[src/rtl/base_rr_lat_arb_if.sv]
// rtl/base_rr_lat_arb_if.sv - requester/holding-register handshake bundle for base_rr_lat_arb
//
// Purpose: groups the per-requester valid/ready/data/end inputs and the
//          registered output stage into one interface.
// Signals: i_v/i_r/i_d/i_e  requester side, requester k at i_d[k*width +: width]
//          o_v/o_r/o_d/o_e  registered output stage, o_sel = source requester index
// Modports: slave  - the arbiter (consumes requests, drives the output stage)
//           master - the environment (drives requests and downstream ready)
interface base_rr_lat_arb_if #(
    parameter int ways  = 4,
    parameter int width = 32
);
    localparam int selw = $clog2(ways);

    logic [0:ways-1]       i_v;
    logic [0:ways-1]       i_r;
    logic [0:ways*width-1] i_d;
    logic [0:ways-1]       i_e;
    logic                  o_v;
    logic                  o_r;
    logic [0:width-1]      o_d;
    logic                  o_e;
    logic [0:selw-1]       o_sel;

    modport slave (
        input  i_v, i_d, i_e, o_r,
        output i_r, o_v, o_d, o_e, o_sel
    );

    modport master (
        output i_v, i_d, i_e, o_r,
        input  i_r, o_v, o_d, o_e, o_sel
    );
endinterface

[src/rtl/base_rr_lat_arb.sv]
// rtl/base_rr_lat_arb.sv - packet-locking round-robin arbiter into one holding register
//
// Purpose: shares a single registered output stage among `ways` requesters.
//          Round-robin between packets; once a requester wins it keeps the
//          stage until its end-flagged beat is accepted.
// Ports:   clk   - clock, rising edge
//          reset - asynchronous, active-high
//          bus   - base_rr_lat_arb_if.slave (i_v/i_r/i_d/i_e in, o_v/o_r/o_d/o_e/o_sel out)
module base_rr_lat_arb #(
    parameter int ways  = 4,
    parameter int width = 32,
    parameter int selw  = $clog2(ways)
) (
    input  logic               clk,
    input  logic               reset,
    base_rr_lat_arb_if.slave   bus
);

    typedef enum logic {
        IDLE   = 1'b0,
        LOCKED = 1'b1
    } state_t;

    state_t          state_q, state_d;
    logic [0:selw-1] ptr_q, ptr_d;
    logic [0:selw-1] lock_id_q, lock_id_d;
    logic            lock;

    logic            o_v_q;
    logic [0:width-1] o_d_q;
    logic            o_e_q;
    logic [0:selw-1] o_sel_q;

    logic            gnt_v;
    logic [0:selw-1] gnt_id;
    logic            gnt_e;
    logic [0:width-1] gnt_d;
    logic            ld;
    logic [0:ways-1] i_r_c;

    logic [0:width-1] d_arr [ways];

    // Explicit wrap so non-power-of-two ways never produce an index >= ways.
    function automatic logic [0:selw-1] inc_mod(input logic [0:selw-1] x);
        if (x == selw'(ways - 1)) begin
            return '0;
        end
        return x + selw'(1);
    endfunction

    for (genvar k = 0; k < ways; k++) begin : g_unpack
        assign d_arr[k] = bus.i_d[k*width +: width];
    end

    assign lock = (state_q == LOCKED);

    // Grant search. Candidates are scanned from farthest to nearest so the
    // nearest valid requester at or after ptr overwrites and wins.
    always_comb begin
        int j;
        gnt_v  = 1'b0;
        gnt_id = '0;
        j      = 0;
        if (state_q == LOCKED) begin
            gnt_v  = bus.i_v[lock_id_q];
            gnt_id = lock_id_q;
        end else begin
            for (int n = ways - 1; n >= 0; n--) begin
                j = int'(ptr_q) + n;
                if (j >= ways) begin
                    j = j - ways;
                end
                if (bus.i_v[selw'(j)]) begin
                    gnt_v  = 1'b1;
                    gnt_id = selw'(j);
                end
            end
        end
    end

    assign gnt_e = bus.i_e[gnt_id];
    assign gnt_d = d_arr[gnt_id];
    assign ld    = (~o_v_q | bus.o_r) & gnt_v;

    // Ready is the load enable steered to the granted requester; held low in reset.
    always_comb begin
        i_r_c = '0;
        if (ld && !reset) begin
            i_r_c[gnt_id] = 1'b1;
        end
    end

    // Arbitration state only moves on a load.
    always_comb begin
        state_d   = state_q;
        ptr_d     = ptr_q;
        lock_id_d = lock_id_q;
        if (ld) begin
            if (gnt_e) begin
                state_d = IDLE;
                ptr_d   = inc_mod(gnt_id);
            end else begin
                state_d   = LOCKED;
                lock_id_d = gnt_id;
            end
        end
    end

    always_ff @(posedge clk or posedge reset) begin
        if (reset) begin
            state_q   <= IDLE;
            ptr_q     <= '0;
            lock_id_q <= '0;
        end else begin
            state_q   <= state_d;
            ptr_q     <= ptr_d;
            lock_id_q <= lock_id_d;
        end
    end

    // Holding register: load wins over drain so a drain+load keeps o_v high.
    always_ff @(posedge clk or posedge reset) begin
        if (reset) begin
            o_v_q   <= 1'b0;
            o_d_q   <= '0;
            o_e_q   <= 1'b0;
            o_sel_q <= '0;
        end else if (ld) begin
            o_v_q   <= 1'b1;
            o_d_q   <= gnt_d;
            o_e_q   <= gnt_e;
            o_sel_q <= gnt_id;
        end else if (o_v_q && bus.o_r) begin
            o_v_q <= 1'b0;
        end
    end

    assign bus.i_r   = i_r_c;
    assign bus.o_v   = o_v_q;
    assign bus.o_d   = o_d_q;
    assign bus.o_e   = o_e_q;
    assign bus.o_sel = o_sel_q;

    // Input-protocol checker: a requester left waiting (valid, not ready)
    // must keep valid, data and end flag unchanged into the next cycle.
    logic [0:ways-1]       chk_pend;
    logic [0:ways*width-1] chk_d;
    logic [0:ways-1]       chk_e;

    always_ff @(posedge clk or posedge reset) begin
        if (reset) begin
            chk_pend <= '0;
            chk_d    <= '0;
            chk_e    <= '0;
        end else begin
            for (int k = 0; k < ways; k++) begin
                if (chk_pend[k]) begin
                    assert (bus.i_v[k]);
                    assert (bus.i_d[k*width +: width] == chk_d[k*width +: width]);
                    assert (bus.i_e[k] == chk_e[k]);
                end
            end
            chk_pend <= bus.i_v & ~i_r_c;
            chk_d    <= bus.i_d;
            chk_e    <= bus.i_e;
        end
    end

endmodule

[src/flat_wrapper.sv]
// flat-port wrapper written by rule: the top's interface ports become plain ports
module base_rr_lat_arb_flat 
#(
    parameter int ways  = 4,
    parameter int width = 32,
    parameter int selw  = $clog2(ways)
)
  (clk, reset, bus_i_v, bus_i_d, bus_i_e, bus_o_r, bus_i_r, bus_o_v, bus_o_d, bus_o_e, bus_o_sel);
  base_rr_lat_arb_if #(.ways(ways), .width(width)) bus_i ();
  input  logic clk;
  input  logic reset;
  input wire logic [$bits(bus_i.i_v)-1:0] bus_i_v;
  input wire logic [$bits(bus_i.i_d)-1:0] bus_i_d;
  input wire logic [$bits(bus_i.i_e)-1:0] bus_i_e;
  input wire logic [$bits(bus_i.o_r)-1:0] bus_o_r;
  output wire logic [$bits(bus_i.i_r)-1:0] bus_i_r;
  output wire logic [$bits(bus_i.o_v)-1:0] bus_o_v;
  output wire logic [$bits(bus_i.o_d)-1:0] bus_o_d;
  output wire logic [$bits(bus_i.o_e)-1:0] bus_o_e;
  output wire logic [$bits(bus_i.o_sel)-1:0] bus_o_sel;
  assign bus_i.i_v = bus_i_v;
  assign bus_i.i_d = bus_i_d;
  assign bus_i.i_e = bus_i_e;
  assign bus_i.o_r = bus_o_r;
  assign bus_i_r = bus_i.i_r;
  assign bus_o_v = bus_i.o_v;
  assign bus_o_d = bus_i.o_d;
  assign bus_o_e = bus_i.o_e;
  assign bus_o_sel = bus_i.o_sel;
  base_rr_lat_arb #(.ways(ways), .width(width), .selw(selw)) u_core (.clk(clk), .reset(reset), .bus(bus_i));
endmodule
[config.mk]
export PLATFORM = sky130hd
export DESIGN_NAME = base_rr_lat_arb_flat
export DESIGN_NICKNAME = d
export VERILOG_FILES = /design/src/rtl/base_rr_lat_arb_if.sv /design/src/rtl/base_rr_lat_arb.sv /design/src/flat_wrapper.sv
export SDC_FILE = /design/constraint.sdc
export NUM_CORES = 1
export LEC_CHECK = 0
export BUFFER_PORTS_ARGS = -buffer_cell sky130_fd_sc_hd__buf_4
export CAP_MARGIN = 20
export CELL_PAD_IN_SITES_DETAIL_PLACEMENT = 0
export CELL_PAD_IN_SITES_GLOBAL_PLACEMENT = 1
export CORE_ASPECT_RATIO = 0.5
export CORE_MARGIN = 5
export CORE_UTILIZATION = 30
export CTS_CLUSTER_DIAMETER = 100
export DETAILED_ROUTE_END_ITERATION = 8
export GPL_ROUTABILITY_DRIVEN = 0
export PLACE_DENSITY = 0.79
export SLEW_MARGIN = 20
export SYNTH_ARGS = -nofsm -noshare
export SYNTH_HDL_FRONTEND = slang
export SYNTH_SLANG_ARGS = --single-unit
[constraint.sdc]
create_clock -name clk -period 6.2 [get_ports clk]
set_input_delay 0.93 -clock clk [delete_from_list [all_inputs] [get_ports clk]]
set_output_delay 0.93 -clock clk [all_outputs]
set_load 0.01 [all_outputs]
==> results.md <==
* Status: complete, no violations
* Antenna violation net count after detailed routing at 0
* RSZ-0062 raised after global routing: no
* Hold Path Depth at 2
* Slew Viols, Final at 0
* Critical Path, Cell by Cell: buf_4, nor2b_1, a2111oi_4, nor2_4, inv_2, ha_1, and3_1, buf_4
* Placed cells at 584
* Tmin final at 3.76 ns
* Final non-filler cell total at 592
* Critical Path Most Common Cell: buf_4
* Drt pass-1 iters at 4
* Peak supply drop at 229 uV
* Number of max-cap violations at 0
* Setup TNS Final at 0 ns
* FF-to-FF path depth at 7
* Critical path endpoint category: primary output
* Die area at 12700 sq um
* Clock-pin slew on the worst setup and hold paths at 0.06 ns
* GRT Overall Usage at 0.135
* Layout Nets at 594
* Cell count after synthesis at 283
* CP max stage delay at 0.81 ns
* Slew @ Worst Pin at 1.02 ns
* H-Tree Level Count at 2
* Slowest-stage cell, CP: nor2_4
* Post-synth design cell area at 3140 sq um
* Initial core utilization at 0.307
* Vias in the first global route at 2786
* DRT iter0 DRCs at 89
* Final setup vio count at 0
* Hold_ws at 0.475 ns
* Register area share after synthesis at 0.327
* Achievable clock frequency at 266 MHz
* Hold_buf cts at 0
* CTS tree: built
* I/O pins at 179
* Yosys warns at 0
* Synthesized area per cell at 11.1 sq um
* Final hold viol count at 0
* Row cnt at 26
* Count of different cell masters after synthesis at 35
* Leakage at 2.39 nW
* Power density over cell area at 511 nW/um^2
* Sw frac at 0.409
* Worst Hold Class: flop to flop
* CP max FO at 30
* Layout area overhead at 47.9%
* Core Area at 10200 sq um
* Gate power share at 0.676
* Internal at 1.40 mW
* Final core utilization at 0.454
* Num CTS Buffers at 5
* Clock latency on the worst-skew pair at 0.29 ns
* Final period util at 0.606
* Final WL at 8910 um
* First-pass GRT wire length at 13900 um
* Clock power share at 0.115
* Antenna violations before repair at 0
* Fraction of layout cells with a size suffix above 1 at 0.573
* # port buffers at 178
* # diodes at 0
* Cts repair resizes at 0
* CTS max path bufs at 2
* Sink Count at 41
* CTS Root Cell: clkbuf_16
* Net Sw Power at 0.971 mW
* DRC at 0
* Seq pwr share at 0.208
* Mapped Nets at 426
* Setup crit start kind: input port
* Total power at 2.37 mW
* GRT overflow at 0
* Slew HR at 0.321
* DR WL/cell at 15.1 um
* Setup Skew at 0.00531 ns
* Via density per instance at 4.55
* Postcts setup bufs at 0
* Chip width at 155 um
* Worst EP arrival at 2.83 ns
* Largest net degree at the start of global routing at 50
* DP HPWL at 7190 um
* #FFs+latches synth at 41
* WP data required at 5.27 ns
* Vert. Die Dim at 82.3 um
* Vias post-DR at 2693
* Crit Path Category: input port to primary output
-- power by group through the flow --
stage	logic, mW	clock network, mW	registers [mW]
floorplan	1.26	0	0.534
global placement	1.63	0	0.494
detailed placement	1.64	0	0.499
CTS	1.64	0.283	0.496
global route	1.76	0.295	0.515
finish	1.61	0.274	0.494
-- area by class of cell --
| class | count | area, sq um |
|---|---|---|
| flip-flops and latches | 41 | 1030 |
| multi-input cells | 217 | 1910 |
| repair buffers | 181 | 1360 |
| well taps | 140 | 175 |
| clock inverters | 1 | 5.00 |
| inverters | 5 | 18.8 |
| fillers | 1040 | 5570 |
| clock buffers | 7 | 153 |
-- cells by family after synthesis --
family,share of synthesized area
buf+inv,0.0670
fa+ha+maj,0.0159
compound gates,0.136
simple gates,0.0825
flops,0.327
mux,0.372
-- state kept, by name, indices dropped and copies added, names as in the netlist --
name	flops
u_core.bus.o_v	1
u_core.bus.o_sel	2
u_core.lock_id_q	2
u_core.bus.o_d	32
u_core.bus.o_e	1
u_core.lock	1
u_core.ptr_q	2
-- metal layers --
layer / vias to the layer above / share of wire / GRT usage
met5: - / 0 / 0
met4: 0 / 0.0089 / 0.0326
met3: 10 / 0.038 / 0.0292
met2: 46 / 0.57 / 0.263
met1: 1278 / 0.38 / 0.155
li1: 1359 / - / -
-- synth_stat cells --
cell type / count / share of area
buf_8: 2 / 0.0096
a21oi_1: 4 / 0.0064
nand2b_1: 1 / 0.0020
a21o_1: 2 / 0.0048
o21a_1: 1 / 0.0024
a2111oi_4: 1 / 0.0088
nand3_1: 5 / 0.0080
o21ai_0: 1 / 0.0016
and2_1: 1 / 0.0020
nor2_4: 1 / 0.0036
nor2b_1: 2 / 0.0040
inv_1: 3 / 0.0036
buf_12: 2 / 0.013
dfrtp_1: 41 / 0.33
mux2_4: 27 / 0.13
a21oi_2: 3 / 0.0084
and3_1: 4 / 0.0080
buf_2: 7 / 0.011
ha_1: 4 / 0.016
buf_6: 5 / 0.018
mux4_2: 1 / 0.0072
mux2_1: 4 / 0.014
nand2_1: 39 / 0.047
o21ai_2: 27 / 0.075
o41a_1: 1 / 0.0036
nor2_1: 3 / 0.0036
buf_4: 2 / 0.0048
o21ai_1: 13 / 0.021
mux2_2: 4 / 0.014
mux2i_1: 65 / 0.21
nor4_1: 1 / 0.0020
clkbuf_4: 2 / 0.0048
inv_2: 2 / 0.0024
nor2b_2: 1 / 0.0028
a2111o_1: 1 / 0.0036
-- per-stage QoR --
step                      setup slack (ns)  instance area, sq um
after floorplan                       2.99                  3140
after global placement                2.45                  4480
after detailed placement              2.42                  4480
after CTS                             2.42                  4640
after global routing                  2.29                  4640
final                                 2.44                  4640
-- final timing paths --
path	start	end	slack, ns
hold / removal	u_core.bus.o_d[7]$_DFFE_PP0P_	u_core.bus.o_d[7]$_DFFE_PP0P_	0.47
hold reg to reg	u_core.bus.o_d[7]$_DFFE_PP0P_	u_core.bus.o_d[7]$_DFFE_PP0P_	0.47
setup / recovery	bus_i_v[1]	bus_i_r[3]	2.44
setup reg to reg	u_core.lock$_DFFE_PP0P_	u_core.bus.o_d[14]$_DFFE_PP0P_	3.12
max in group asynchronous	reset	u_core.bus.o_d[11]$_DFFE_PP0P_	4.75
min in group asynchronous	reset	u_core.bus.o_d[5]$_DFFE_PP0P_	0.86
-- worst max-delay path: cells and delay by family --
family | cells | cell delay (ns)
AND/OR/NAND/NOR | 3 | 1.24
adder cells (fa/ha/maj) | 1 | 0.21
buffers and inverters | 3 | 0.34
AO/OA/AOI/OAI | 1 | 0.08
-- placed cells by master, fill, tap and decap left out, drive strengths merged, types with 2 or more instances in the layout --
cell type,count
buf,181
mux2i,65
dfrtp,41
o21ai,41
nand2,39
mux2,35
clkbuf,7
a21oi,7
nand3,5
inv,5
and3,4
ha,4
nor2,4
nor2b,3
a21o,2
Note: power is estimated with default switching activity, not from simulation.
